--- config.mk ---
export PLATFORM = sky130hd
export DESIGN_NAME = decrementor_flat
export DESIGN_NICKNAME = d
export VERILOG_FILES = /design/src/rtl/decrementor_if.sv /design/src/rtl/decrementor.sv /design/src/flat_wrapper.sv
export SDC_FILE = /design/constraint.sdc
export NUM_CORES = 1
export LEC_CHECK = 0
export CORE_AREA = 2 2 39 41
export CTS_BUF_LIST = sky130_fd_sc_hd__clkbuf_8
export DETAILED_ROUTE_END_ITERATION = 10
export DIE_AREA = 0 0 41 43
export HOLD_SLACK_MARGIN = 0.05
export PLACE_DENSITY = 0.7
export SETUP_SLACK_MARGIN = 0.3
export SLEW_MARGIN = 15
export SYNTH_ARGS = -nofsm -noshare
export SYNTH_HDL_FRONTEND = slang
export SYNTH_SLANG_ARGS = --single-unit
--- constraint.sdc ---
create_clock -name clk -period 1.6 [get_ports clk]
set_input_delay 0.32 -clock clk [delete_from_list [all_inputs] [get_ports clk]]
set_output_delay 0.32 -clock clk [all_outputs]
set_load 0.02 [all_outputs]
--- src/rtl/decrementor_if.sv ---
// Operand/result bundle for the decrementor: operand, capture strobe and results.
// Latency: none; the interface only carries wires.
// Backpressure: none; the capture strobe is fire-and-forget.
interface decrementor_if #(
    parameter int N = 4
);
    logic [N-1:0] i_in;
    logic         i_en;
    logic [N-1:0] o_out;
    logic         o_underflow;
    logic         o_zero;
    logic [N-1:0] o_out_q;
    logic         o_underflow_q;
    logic         o_zero_q;
    logic         o_valid_q;

    // Driver side: supplies the operand and strobe, observes the results.
    modport master (
        output i_in, i_en,
        input  o_out, o_underflow, o_zero,
        input  o_out_q, o_underflow_q, o_zero_q, o_valid_q
    );

    // Decrementor side.
    modport slave (
        input  i_in, i_en,
        output o_out, o_underflow, o_zero,
        output o_out_q, o_underflow_q, o_zero_q, o_valid_q
    );
endinterface

--- src/rtl/decrementor.sv ---
// N-bit unsigned decrementor (wrap or clamp at 0) with status flags and a registered copy.
// Latency: combinational outputs in zero cycles, _q outputs one clock after en.
// Backpressure: none; en is a capture strobe and is never stalled.
module decrementor #(
    parameter int N        = 4,
    parameter bit SATURATE = 1'b0
) (
    input  logic           clk,
    input  logic           rst,
    decrementor_if.slave   bus
);
    logic [N:0]   w_borrow;
    logic [N-1:0] w_diff;
    logic [N-1:0] w_out;
    logic         w_underflow;
    logic         w_zero;

    logic [N-1:0] r_out_q;
    logic         r_underflow_q;
    logic         r_zero_q;
    logic         r_valid_q;

    // Subtracting one means injecting a borrow at the LSB; it keeps rippling
    // upward only through zero bits, and flips every bit it passes.
    assign w_borrow[0] = 1'b1;

    genvar gi;
    generate
        for (gi = 0; gi < N; gi++) begin : g_borrow_cell
            assign w_diff[gi]       = bus.i_in[gi] ^ w_borrow[gi];
            assign w_borrow[gi + 1] = w_borrow[gi] & ~bus.i_in[gi];
        end
    endgenerate

    // A borrow escaping the top bit means every input bit was zero.
    assign w_underflow = w_borrow[N];

    // In clamp mode the wrapped all-ones result is replaced by zero.
    assign w_out  = (SATURATE && w_underflow) ? '0 : w_diff;
    assign w_zero = ~(|w_out);

    assign bus.o_out       = w_out;
    assign bus.o_underflow = w_underflow;
    assign bus.o_zero      = w_zero;

    // Capture result and flags on en; valid pulses for one cycle per capture.
    always_ff @(posedge clk or posedge rst) begin
        if (rst) begin
            r_out_q       <= '0;
            r_underflow_q <= 1'b0;
            r_zero_q      <= 1'b0;
            r_valid_q     <= 1'b0;
        end else begin
            r_valid_q <= bus.i_en;
            if (bus.i_en) begin
                r_out_q       <= w_out;
                r_underflow_q <= w_underflow;
                r_zero_q      <= w_zero;
            end
        end
    end

    assign bus.o_out_q       = r_out_q;
    assign bus.o_underflow_q = r_underflow_q;
    assign bus.o_zero_q      = r_zero_q;
    assign bus.o_valid_q     = r_valid_q;
endmodule

--- src/flat_wrapper.sv ---
// flat-port wrapper written by rule: the top's interface ports become plain ports
module decrementor_flat 
#(
    parameter int N        = 4,
    parameter bit SATURATE = 1'b0
)
  (clk, rst, bus_i_in, bus_i_en, bus_o_out, bus_o_underflow, bus_o_zero, bus_o_out_q, bus_o_underflow_q, bus_o_zero_q, bus_o_valid_q);
  decrementor_if #(.N(N)) bus_i ();
  input  logic clk;
  input  logic rst;
  input wire logic [$bits(bus_i.i_in)-1:0] bus_i_in;
  input wire logic [$bits(bus_i.i_en)-1:0] bus_i_en;
  output wire logic [$bits(bus_i.o_out)-1:0] bus_o_out;
  output wire logic [$bits(bus_i.o_underflow)-1:0] bus_o_underflow;
  output wire logic [$bits(bus_i.o_zero)-1:0] bus_o_zero;
  output wire logic [$bits(bus_i.o_out_q)-1:0] bus_o_out_q;
  output wire logic [$bits(bus_i.o_underflow_q)-1:0] bus_o_underflow_q;
  output wire logic [$bits(bus_i.o_zero_q)-1:0] bus_o_zero_q;
  output wire logic [$bits(bus_i.o_valid_q)-1:0] bus_o_valid_q;
  assign bus_i.i_in = bus_i_in;
  assign bus_i.i_en = bus_i_en;
  assign bus_o_out = bus_i.o_out;
  assign bus_o_underflow = bus_i.o_underflow;
  assign bus_o_zero = bus_i.o_zero;
  assign bus_o_out_q = bus_i.o_out_q;
  assign bus_o_underflow_q = bus_i.o_underflow_q;
  assign bus_o_zero_q = bus_i.o_zero_q;
  assign bus_o_valid_q = bus_i.o_valid_q;
  decrementor #(.N(N), .SATURATE(SATURATE)) u_core (.clk(clk), .rst(rst), .bus(bus_i));
endmodule
# Word level (Yosys, flattened, before mapping)
# Index checks and enable logic that the tools add are counted.
# W data, S select, Z words.
[totals]
regBits = 7
wordCells = 16
out_inout_bits = 13
input_bits = 7
[classes]
bitwise = 11
reduce_logical = 1
[op_table]
columns = ["operator", "n"]
rows = [
  ["$not A1 Y1", 5],
  ["$reduce_or A4 Y1", 1],
  ["$and A1 B1 Y1", 3],
  ["$xor A1 B1 Y1", 3],
]

# Logic depth before layout (Yosys ltp)
# Gate-level depths: netlist of run 1.
[depth]
word_depth = 6
depth_mapped = 6
depth_no_buf = 6

# Worst setup path before layout of run 1
# Ideal clock, no wire load.
[synth_path]
path_kind = "input to register"
start = "input port bus_i_in[0]"
end = "register u_core.r_zero_q, in the netlist u_core.bus.o_zero_q"
cell_stages = 6
arrival_time_ns = 1.503
setup_time_ns = 0.125
path_buffers = 0
required_ns = 1.475
path_slack_ns = -0.028
path_cell_list = "inv_1 -> ha_1 -> ha_1 -> ha_1 -> and3_4 -> mux2_4"
[synth_between]
elab_chain_cells = 6
word_cells_on_any_way = 8
[synth_lines]
columns = ["element", "line_no", "text"]
rows = [
  ["start, declared", "flat_wrapper.sv:11", "input wire logic [$bits(bus_i.i_in)-1:0] bus_i_in;"],
  ["$not A1 Y1 (*)", "decrementor.sv:31", "assign w_borrow[gi + 1] = w_borrow[gi] & ~bus.i_in[gi];"],
  ["$and A1 B1 Y1 (2 in series)", "decrementor.sv:31", ""],
  ["$xor A1 B1 Y1", "decrementor.sv:30", "assign w_diff[gi] = bus.i_in[gi] ^ w_borrow[gi];"],
  ["$reduce_or A4 Y1 (*)", "decrementor.sv:40", "assign w_zero = ~(|w_out);"],
  ["$not A1 Y1 (*)", "decrementor.sv:40", ""],
  ["named net bus_o_zero", "flat_wrapper.sv:15", "output wire logic [$bits(bus_i.o_zero)-1:0] bus_o_zero;"],
  ["end signal, assigned", "decrementor.sv:58", "r_zero_q <= w_zero;"],
  ["end, declared", "decrementor.sv:20", "logic r_zero_q;"],
]
# Mark *: on every way through the listed nets, which the timed path passes. The rest lies on a longest branch.
# A chain may end at the register's enable or synchronous reset.

# Worst setup path in the final report of run 1
[layout_path]
start = "input port bus_i_in[0]"
end = "output port bus_o_zero"
[layout_between]
elab_chain_cells = 6
word_cells_on_any_way = 8
[layout_lines]
columns = ["element", "line_no"]
rows = [
  ["$not A1 Y1 (*)", "decrementor.sv:31"],
  ["$and A1 B1 Y1 (2 in series)", "decrementor.sv:31"],
  ["$xor A1 B1 Y1", "decrementor.sv:30"],
  ["$reduce_or A4 Y1 (*)", "decrementor.sv:40"],
  ["$not A1 Y1 (*)", "decrementor.sv:40"],
  ["end, declared", "flat_wrapper.sv:15"],
]
# Mark *: on every way between the ends. The rest lies on a longest branch, timed or not.

==> results.md, run 1 <==
* Status: finished with violations
* Violated checks: negative setup slack
* Layout Skew at 0 ns
* Leakage power at 0.363 nW
* Max-slew headroom at 83.0%
* Detailed Route WL at 772 um
* Final Slew Violations at 0
* DRT Pass-1 Iters at 1
* Reg2reg end: u_core.bus.o_zero_q$_DFFE_PP0P_
* Warning count from the yosys run at 0
* CTS tree: done
* Crit-path max FO at 2
* Fmax at 602 MHz
* Remaining antenna violation count at 0
* DR WL/cell at 10.0 um
* Final hold violation count at 0
* Period utilization at 104%
* Total negative slack at -0.0599 ns
* Post-synthesis sequential area ratio at 50.2%
* Internal at 0.445 mW
* Vias in the first global route at 335
* Die area at 0.00176 mm^2
* Worst-path clk slew at 0.04 ns
* Hold Crit Class: in -> async
* Core area at 0.00138 mm^2
* GRT Total Usage at 11.3%
* Synthesized instance count at 30
* CTS max path bufs at 2
* I/O Pins at 20
* Unique masters post-synth at 8
* Clock Sink Count at 7
* Grt ovf at 0
* Mapped Area at 349 um^2
* CP Capture Type: primary output
* Avg Inst Size Synth at 11.6 um^2
* Die span in x at 41 um
* Leading cell type in the layout, fill and taps excluded: dlygate4sd2_1
* N_diodes at 0
* Worst Tran Pin Value at 0.254 ns
* MaxCap Viol Count at 0
* Commonest cells after routing, fill and taps aside: dlygate4sd2_1 (9), buf_4 (8), dfrtp_1 (7)
* R2R setup slack at 0.85 ns
* Die extent in y at 43 um
* Setup Viol. Count Final at 1
* Dpl hpwl at 602 um
* Worst-Skew Late Latency at 0.22 ns
* Startpoint types: input pin
* Post-route DRC violation count at 0
* Via Count at 319
* Initial antenna violation count at 0
* Minimum clock period at 1.66 ns
* Sw Pwr at 0.158 mW
* Kind of critical path: in -> out
* Largest net degree at the start of global routing at 8
* H-Tree Depth at 1
* Final WS setup at -0.0599 ns
* # rows at 14
* Area of placed instances at 634 um^2
* Multi-input gate area in the final layout at 170 um^2
* Starting density of the core at 25.2%
* Flop and latch count out of synthesis at 7
* Pwr Density at 865 mW/mm^2
* Area Growth Syn to Fin at 100%
* Post-route cell area at 698 um^2
* Sequential power share at 33.3%
* Reg2Reg Depth at 1
* RSZ-0062 raised after global routing: true
* RR Startpoint: u_core.bus.o_zero_q$_DFFE_PP0P_
* Net Sw Frac at 26.2%
* Req. time, crit path at 1.28 ns
* Root Driver: clkbuf_8
* Worst EP arrival at 1.34 ns
* Dpl ws at -1.04 ns
* Via/cell ratio at 4.14
* Port-buffer cells at 19
* FF+latch area at 175 um^2
* RePlAce Congestion at 0.673
* First-pass GRT wire length at 1250 um
* Synthesized Nets at 41
* Share of power burned in the clock network at 39.1%
* Final net count at 73
* Initial DRC count at 0
* Logic pwr share at 27.6%
* Share of cells above drive strength 1 at 52.5%
* CTS Buf Count at 3
* Max VDD drop at 0.000815 V
* Fillers at 130
per-stage QoR:
step,utilization (%),total power [mW],hold WS [ns],instances
floorplan,-,0.287,0.123,30
global placement,45.8,0.371,0.501,70
detailed placement,45.8,0.374,0.500,70
CTS,49.7,0.612,0.324,76
global route,50.5,0.640,0.379,77
finish,50.5,0.604,0.321,77
cell usage after synthesis:
| cell | n | area share [%] |
|---|---|---|
| nor2_1 | 3 | 3.2 |
| inv_1 | 8 | 8.6 |
| dfrtp_1 | 7 | 50 |
| and3_4 | 1 | 3.2 |
| a21oi_1 | 3 | 4.3 |
| ha_1 | 4 | 14 |
| buf_6 | 1 | 3.2 |
| mux2_4 | 3 | 13 |
final cells by class:
class / count / share of cell area (%)
clock buffers: 3 / 5.91
clock inverters: 1 / 0.538
inverters: 8 / 5.20
multi-input cells: 14 / 24.4
flip-flops and latches: 7 / 25.1
well taps: 16 / 2.87
repair buffers: 28 / 36.0
power by group through the flow:
stage / clock network (mW) / registers (mW) / logic, mW
after floorplan: 0 / 0.222 / 0.0646
after global placement: 0 / 0.203 / 0.167
after detailed placement: 0 / 0.204 / 0.170
after CTS: 0.245 / 0.202 / 0.165
after global routing: 0.259 / 0.203 / 0.179
final: 0.236 / 0.201 / 0.166
what timing repair did:
| action | CTS | global route |
|---|---|---|
| setup buffers | 2 | 1 |
| endpoints found under the setup margin | 17 | 7 |
| pin swaps | 3 | 3 |
| resized for setup | 54 | 4 |
| hold buffers | 0 | 0 |
state kept, by name, indices dropped and copies added (netlist names):
register                  cells
u_core.bus.o_out_q            4
u_core.bus.o_underflow_q      1
u_core.bus.o_valid_q          1
u_core.bus.o_zero_q           1
critical path, stage by stage:
cell and delay [ns]:
buf_8 0.08, clkinvlp_4 0.09, ha_4 0.17, ha_4 0.15
ha_4 0.25, and3_4 0.17, buf_6 0.11
metal layers:
metal / up-vias / global-route usage [%] / wire length, um
met5: - / 0 / 0
met4: 0 / 6.00 / 8
met3: 2 / 6.28 / 61
met2: 15 / 18.1 / 409
met1: 146 / 10.7 / 291
li1: 156 / - / -
cell families after synthesis:
family	Yosys count	synth area share, %
compound gates	3	4.30
fa+ha+maj	4	14.3
buf+inv	9	11.8
flops	7	50.2
mux	3	12.9
simple gates	4	6.45
worst max-delay path by stage:
| stage | startpoint | to | slack, ns | cells after the start |
|---|---|---|---|---|
| global placement | bus_i_in[0] | bus_o_zero | -1.03 | 7 |
| detailed placement | bus_i_in[0] | bus_o_zero | -1.04 | 7 |
| global route | bus_i_in[0] | bus_o_zero | -0.09 | 7 |
| finish | bus_i_in[0] | bus_o_zero | -0.06 | 7 |
| CTS | bus_i_in[0] | bus_o_zero | -0.08 | 7 |
| floorplan | bus_i_in[0] | bus_o_zero | 0.02 | 5 |
Note: power is estimated with default switching activity, not from simulation.
==> run 2, diff against run 1 <==
CTS_BUF_LIST = sky130_fd_sc_hd__clkbuf_16   (was sky130_fd_sc_hd__clkbuf_8)
PLACE_DENSITY = 0.58   (was 0.7)
==> results.md, run 2 (synthesis gave the netlist of run 1 again) <==
* Status: finished with violations
* Violated checks: negative setup slack
* Max reg flops at 4 (unchanged)
* Die span in x at 41 um (unchanged)
* Worst Tran Pin Value at 0.273 ns (+0.0188 ns)
* Starting density of the core at 25.2% (unchanged)
* Initial antenna violation count at 0 (unchanged)
* Die area at 0.00176 mm^2 (unchanged)
* I/O Pins at 20 (unchanged)
* Dpl ws at -1.02 ns (+0.0210 ns)
* Clock Sink Count at 7 (unchanged)
* Req. time, crit path at 1.28 ns (about the same)
* Worst EP arrival at 1.34 ns (about the same)
* Share of cells above drive strength 1 at 56.9% (+4.5 points)
* Core area at 0.00138 mm^2 (unchanged)
* RePlAce Congestion at 0.644 (-4.3%)
* Worst-Skew Late Latency at 0.23 ns (about the same)
* Port-buffer cells at 19 (unchanged)
* CTS max path bufs at 2 (unchanged)
* Root Driver: clkbuf_16
* DR WL/cell at 10.7 um (+6.4%)
* GRT Total Usage at 12.7% (+1.4 points)
* Pwr Density at 1040 mW/mm^2 (+20%)
* N_diodes at 0 (unchanged)
* Setup Viol. Count Final at 2 (+1)
* Area Growth Syn to Fin at 120%
* Worst hold margin at 0.324 ns (+0.00330 ns)
* Minimum clock period at 1.66 ns (+0.000685 ns)
* Total negative slack at -0.0954 ns (-0.0355 ns)
* Period utilization at 104% (about the same)
* # rows at 14 (unchanged)
* Largest net degree at the start of global routing at 8 (unchanged)
* Grt ovf at 0 (unchanged)
* Hold Buf Count CTS at 0 (unchanged)
* Vias in the first global route at 330 (-1.5%)
* Final hold violation count at 0 (unchanged)
* Final net count at 77 (+5.5%)
* Commonest cells after routing, fill and taps aside: buf_4 (10), dlygate4sd2_1 (9), buf_6 (8)
* Reg2Reg Depth at 1 (unchanged)
* DRT Pass-1 Iters at 2 (+1)
* Final WS setup at -0.0606 ns (-0.000685 ns)
* RSZ-0062 raised after global routing: true
* Dpl hpwl at 582 um (-3.4%)
* Layout Skew at 0 ns (unchanged)
* First-pass GRT wire length at 1370 um (+10%)
* Max-slew headroom at 81.8% (-1.3 points)
* Hold Crit Class: in -> async
* Die extent in y at 43 um (unchanged)
* Via Count at 330 (+3.4%)
* Leakage power at 0.399 nW (+10%)
* Via/cell ratio at 4.07 (-1.7%)
* H-Tree Depth at 1 (unchanged)
* Post-route DRC violation count at 0 (unchanged)
* Detailed Route WL at 864 um (+12%)
* Kind of critical path: in -> out
* MaxCap Viol Count at 0 (unchanged)
* Max VDD drop at 0.000775 V (-4.9%)
* Worst-path clk slew at 0.04 ns (about the same)
* Final Slew Violations at 0 (unchanged)
* Initial DRC count at 1 (+1)
* Startpoint types: input pin
* CTS Buf Count at 3 (unchanged)
* Leading cell type in the layout, fill and taps excluded: buf_4
* Remaining antenna violation count at 0 (unchanged)
* CP Capture Type: primary output
* Fmax at 602 MHz (about the same)
* CTS tree: done
* Crit-path max FO at 2 (unchanged)
-- run 2: cell types whose count changed in the layout (fill, tap and decap cells not counted), sizes merged --
cell	before	now
buf	17	21
-- run 2: layout make-up --
class | count | area (um^2)
clock buffer | 3 | 75.1
sequential | 7 | 175
inverter | 8 | 36.3
multi-input combinational | 14 | 170
timing repair buffer | 32 | 289
fill | 132 | 614
tap | 16 | 20.0
clock inverter | 1 | 3.75
-- run 2: power breakdown --
| part | leakage, nW | internal (mW) | total [mW] | switching, mW |
|---|---|---|---|---|
| clock | 0.0423 | 0.325 | 0.421 | 0.0957 |
| combinational | 0.273 | 0.0940 | 0.176 | 0.0824 |
| sequential | 0.0842 | 0.193 | 0.200 | 0.00711 |
-- run 2: critical path: stages --
cell        delay, ns
buf_8            0.07
clkinvlp_4       0.09
ha_4             0.17
ha_4             0.15
ha_4             0.25
and3_4           0.17
buf_6            0.11
-- run 2: worst paths after layout --
check,start,end,slack [ns]
min reg2reg,u_core.bus.o_out_q[3]$_DFFE_PP0P_,u_core.bus.o_out_q[3]$_DFFE_PP0P_,0.50
max,bus_i_in[0],bus_o_zero,-0.06
max in group asynchronous,rst,u_core.bus.o_valid_q$_DFF_PP0_,1.06
min in group clk,bus_i_in[0],u_core.bus.o_out_q[0]$_DFFE_PP0P_,0.37
max reg2reg,u_core.bus.o_underflow_q$_DFFE_PP0P_,u_core.bus.o_underflow_q$_DFFE_PP0P_,0.84
min,rst,u_core.bus.o_out_q[3]$_DFFE_PP0P_,0.32
-- run 2: per-layer routing --
| layer | part of all wire, % | track usage [%] |
|---|---|---|
| met1 | 38 | 14.0 |
| met3 | 8.4 | 9.42 |
| met5 | 0 | 0 |
| met2 | 53 | 19.4 |
| met4 | 0 | 2.00 |
-- run 2: timing repair --
| item | in CTS | in global routing |
|---|---|---|
| buffers inserted | 5 | 1 |
| pin swaps | 3 | 3 |
| gates resized for setup | 59 | 2 |
| endpoints found under the setup margin | 17 | 8 |
-- run 2: through the flow --
step           total power, mW  cells  instance area, um^2  util (%)
2_1_floorplan            0.287     30                  390         -
3_3_place_gp             0.374     71                  642      46.4
3_5_place_dp             0.375     71                  642      46.4
4_1_cts                  0.806     80                  756      54.6
5_1_grt                  0.840     81                  769      55.6
6_report                 0.798     81                  769      55.6
==> run 3, diff against run 2 <==
clock period = 1.8 ns   (was 1.6 ns; I/O delays follow)
==> results.md, run 3 (synthesis gave the netlist of run 1 again) <==
* RePlAce Congestion at 0.669 (+4.0%)
* Remaining antenna violation count at 0 (unchanged)
* Req. time, crit path at 1.44 ns (+0.16 ns)
* Final hold violation count at 0 (unchanged)
* Setup Viol. Count Final at 0 (-2)
* Pwr Density at 955 mW/mm^2 (-7.9%)
* Port-buffer cells at 19 (unchanged)
* Grt ovf at 0 (unchanged)
* DRT Pass-1 Iters at 1 (-1)
* Dpl hpwl at 589 um (+1.1%)
* Max VDD drop at 0.000854 V (+10%)
* Worst-path clk slew at 0.04 ns (about the same)
* Hold Buf Count CTS at 0 (unchanged)
* Root Driver: clkbuf_16
* CP startpoint: bus_i_in[0]
* Final net count at 72 (-6.5%)
* H-Tree Depth at 1 (unchanged)
* Total chip power at 0.698 mW (-12%)
* Via/cell ratio at 3.95 (-3.1%)
* Worst EP arrival at 1.38 ns (+0.04 ns)
* Period utilization at 96.4%
* Largest net degree at the start of global routing at 8 (unchanged)
* RR Startpoint: u_core.bus.o_underflow_q$_DFFE_PP0P_
* Clock Sink Count at 7 (unchanged)
* Commonest cells after routing, fill and taps aside: dlygate4sd2_1 (9), buf_4 (7), dfrtp_1 (7)
* Layout Skew at 0 ns (unchanged)
* Die area at 0.00176 mm^2 (unchanged)
* Hold Crit Class: in -> async
* Starting density of the core at 25.2% (unchanged)
* Fillers at 130 (-1.5%)
* RSZ-0062 raised after global routing: true
* Detailed Route WL at 757 um (-12%)
* Share of cells above drive strength 1 at 50.0% (-6.9 points)
* DR WL/cell at 9.96 um (-6.6%)
* First-pass GRT wire length at 1300 um (-5.0%)
* Post-route cell area at 731 um^2 (-5.0%)
* Final Slew Violations at 0 (unchanged)
* Minimum clock period at 1.74 ns
* Via Count at 300 (-9.1%)
* Max reg flops at 4 (unchanged)
* Post-route DRC violation count at 0 (unchanged)
* Dpl cells at 69 (-2.8%)
* Crit-path max FO at 2 (unchanged)
* Final Instance Count excl. Fillers at 76 (-6.2%)
* Fmax at 576 MHz
* GRT Total Usage at 10.9% (-1.8 points)
* Worst-Skew Late Latency at 0.23 ns (about the same)
* Final Core Density at 52.8% (-2.8 points)
* Vias in the first global route at 321 (-2.7%)
* Core area at 0.00138 mm^2 (unchanged)
* CTS max path bufs at 2 (unchanged)
* Startpoint types: input pin
* Area Growth Syn to Fin at 109%
* Leakage power at 0.381 nW (-4.6%)
* MaxCap Viol Count at 0 (unchanged)
* Area of placed instances at 627 um^2 (-2.3%)
* Worst Tran Pin Value at 0.271 ns (-0.00169 ns)
* Status: complete, no violations
* Initial antenna violation count at 0 (unchanged)
* # rows at 14 (unchanged)
* Kind of critical path: in -> out
* CTS Buf Count at 3 (unchanged)
* I/O Pins at 20 (unchanged)
* Die extent in y at 43 um (unchanged)
* Max-slew headroom at 81.8% (about the same)
* Die span in x at 41 um (unchanged)
* N_diodes at 0 (unchanged)
* CTS tree: done
* Initial DRC count at 0 (-1)
* CP Capture Type: primary output
* Leading cell type in the layout, fill and taps excluded: dlygate4sd2_1
run 3: cell types whose count changed in the layout (fill, tap and decap cells not counted):
| cell | previous run | this run |
|---|---|---|
| buf_2 | 2 | 1 |
| buf_4 | 10 | 7 |
| buf_6 | 8 | 5 |
| clkdlybuf4s15_1 | 0 | 1 |
| dlymetal6s2s_1 | 0 | 1 |
run 3: area by class of cell:
type | count | area, um^2 | area share, %
clock buffer | 3 | 75.1 | 10.3
clock inverter | 1 | 3.75 | 0.514
inverter | 8 | 36.3 | 4.97
multi-input combinational | 14 | 170 | 23.3
sequential | 7 | 175 | 24.0
tap | 16 | 20.0 | 2.74
timing repair buffer | 27 | 250 | 34.2
run 3: path summary, 6_finish.rpt:
kind,endpoint,slack [ns],depth (start not counted)
worst max register to register,u_core.bus.o_underflow_q$_DFFE_PP0P_,1.05,1
worst min-delay path,u_core.bus.o_out_q[0]$_DFFE_PP0P_,0.36,2
worst max-delay path,bus_o_zero,0.06,7
worst min register to register,u_core.bus.o_out_q[3]$_DFFE_PP0P_,0.50,1
min in group clk,u_core.bus.o_out_q[0]$_DFFE_PP0P_,0.41,3
max in group asynchronous,u_core.bus.o_underflow_q$_DFFE_PP0P_,1.23,2
run 3: layer usage:
metal	share of wire, %	vias up	global-route usage (%)	routed length (um)
met1	43	139	13.4	323
li1	-	151	-	-
met2	51	10	17.2	383
met3	6.6	0	3.14	50
met4	0	0	4.00	0
met5	0	-	0	0
run 3: timing repair:
item	4_1_cts	5_1_grt
pin swaps	3	3
setup buffers	3	0
gates resized for setup	51	2
setup endpoints to repair	16	6
endpoints found under the hold margin	0	0
run 3: worst max-delay path: stages:
cell and delay (ns):
buf_8 0.08, clkinvlp_4 0.08, ha_4 0.17, ha_4 0.15
ha_4 0.25, and3_4 0.17, buf_6 0.11
run 3: report_power, final:
group | switching, mW | leakage (nW) | internal, mW
clock | 0.0816 | 0.0423 | 0.289
sequential | 0.00605 | 0.0842 | 0.172
combinational | 0.0717 | 0.254 | 0.0780
run 3: through the flow:
| stage | worst slack [ns] | TNS, ns | hold WS (ns) |
|---|---|---|---|
| after floorplan | 0.143 | 0 | 0.163 |
| after global placement | -0.906 | -4.22 | 0.496 |
| after detailed placement | -0.919 | -4.31 | 0.494 |
| after CTS | 0.0455 | 0 | 0.366 |
| after global routing | 0.0190 | 0 | 0.402 |
| final | 0.0650 | 0 | 0.360 |
==> edit, RTL diff (settings of run 1) <==
`SATURATE` is set to 1'b0 in 2 places; all go to 1'b1.
--- a/src/rtl/decrementor.sv
+++ b/src/rtl/decrementor.sv
@@ -4,5 +4,5 @@
 module decrementor #(
     parameter int N        = 4,
-    parameter bit SATURATE = 1'b0
+    parameter bit SATURATE = 1'b1
 ) (
     input  logic           clk,
--- a/src/flat_wrapper.sv
+++ b/src/flat_wrapper.sv
@@ -3,5 +3,5 @@
 #(
     parameter int N        = 4,
-    parameter bit SATURATE = 1'b0
+    parameter bit SATURATE = 1'b1
 )
   (clk, rst, bus_i_in, bus_i_en, bus_o_out, bus_o_underflow, bus_o_zero, bus_o_out_q, bus_o_underflow_q, bus_o_zero_q, bus_o_valid_q);
Formal check against the unedited RTL: not equivalent (Yosys sat finds a counterexample within 4 cycles, from zero or initial values and one cycle with rst high).
==> edit against run 1 <==
  * Worst setup slack better by 0.12 ns
  * Synthesized area up 2.9%
  * Utilization up 9.2 points
  * Non-clock buffer count up 6
  * Largest power group unchanged
  * Critical endpoint unchanged
  * Sequential cell count unchanged
  * Total power up 7.9%
  * Largest cell class unchanged
  * Wire length up 29%
  * Final area up 18%
==> edit: results <==
cells_and_area:
  clkCellAreaFrac: 0.05455
  multi_input_area_share: 0.2894
  nFillCells: 120
  multi_input_comb_cells: 19
  drive_above_1_share: 0.6866
  inv_count: 3
  fin_cells: 83
  design.seq.count: 7
  nets: 76
grt:
  grt_util_met1: 0.1377
  grtUsageMet3: 0.07853
  grt_max_degree: 9
  grt_usage: 0.1495
  grt_pass1_vias: 381
  use_met2: 0.2563
  grt_first_pass_wirelength_mm: 1.683
route:
  met3_length_microns: 49
  avgViaCountPerCell: 4.301
  dr_wl_met2_microns: 578
  routedWlPerCell_microns: 12.01
  drt-initial-drc-count: 3
pwr:
  ir_drop_mv: 0.6808
  leakagePower_nw: 0.4068
  switchingPower_mw: 0.1776
worst_setup_path:
  cp_max_fo: 3
  cp_top_family: "buffers and inverters"
yosys:
  synth_commonest_cells: "dfrtp_1, inv_1, mux2_2"
  yosysSeqAreaShare: 0.4878
  synthTopCellsByArea: "dfrtp_1, mux2_2, mux2_4"
  synthMuxAreaShare: 0.1777
  synth.distinct_cells: 17
  syn_nets: 38
run_status:
  outcome: "complete, no violations"
placement:
  placed_cells: 75
  postPlaceCellArea_sq_um: 699.4
  gp_congestion: 0.7280
sta:
  slew_headroom: 0.7425
clock_network:
  cts_resized: 72
  post-cts-setup-buffers: 3
[edit: power by group through the flow]
stage / Sequential [mW] / Clock [mW] / Combinational [mW]
floorplan: 0.225 / 0 / 0.0719
global placement: 0.205 / 0 / 0.193
detailed placement: 0.206 / 0 / 0.195
CTS: 0.203 / 0.246 / 0.206
global route: 0.204 / 0.262 / 0.226
finish: 0.202 / 0.236 / 0.213
[edit: path summary, 6_finish.rpt]
path                                        from                    end  slack (ns)  cells after the start
max in group asynchronous                    rst  u_core.bus.o_out_q[3]        1.06                      2
min in group clk                        bus_i_en   u_core.bus.o_valid_q        0.44                      1
max reg2reg                  u_core.bus.o_zero_q    u_core.bus.o_zero_q        0.84                      1
max                                  bus_i_in[1]             bus_o_zero        0.06                      6
min                                          rst  u_core.bus.o_out_q[1]        0.33                      2
min reg2reg                u_core.bus.o_out_q[3]  u_core.bus.o_out_q[3]        0.51                      1
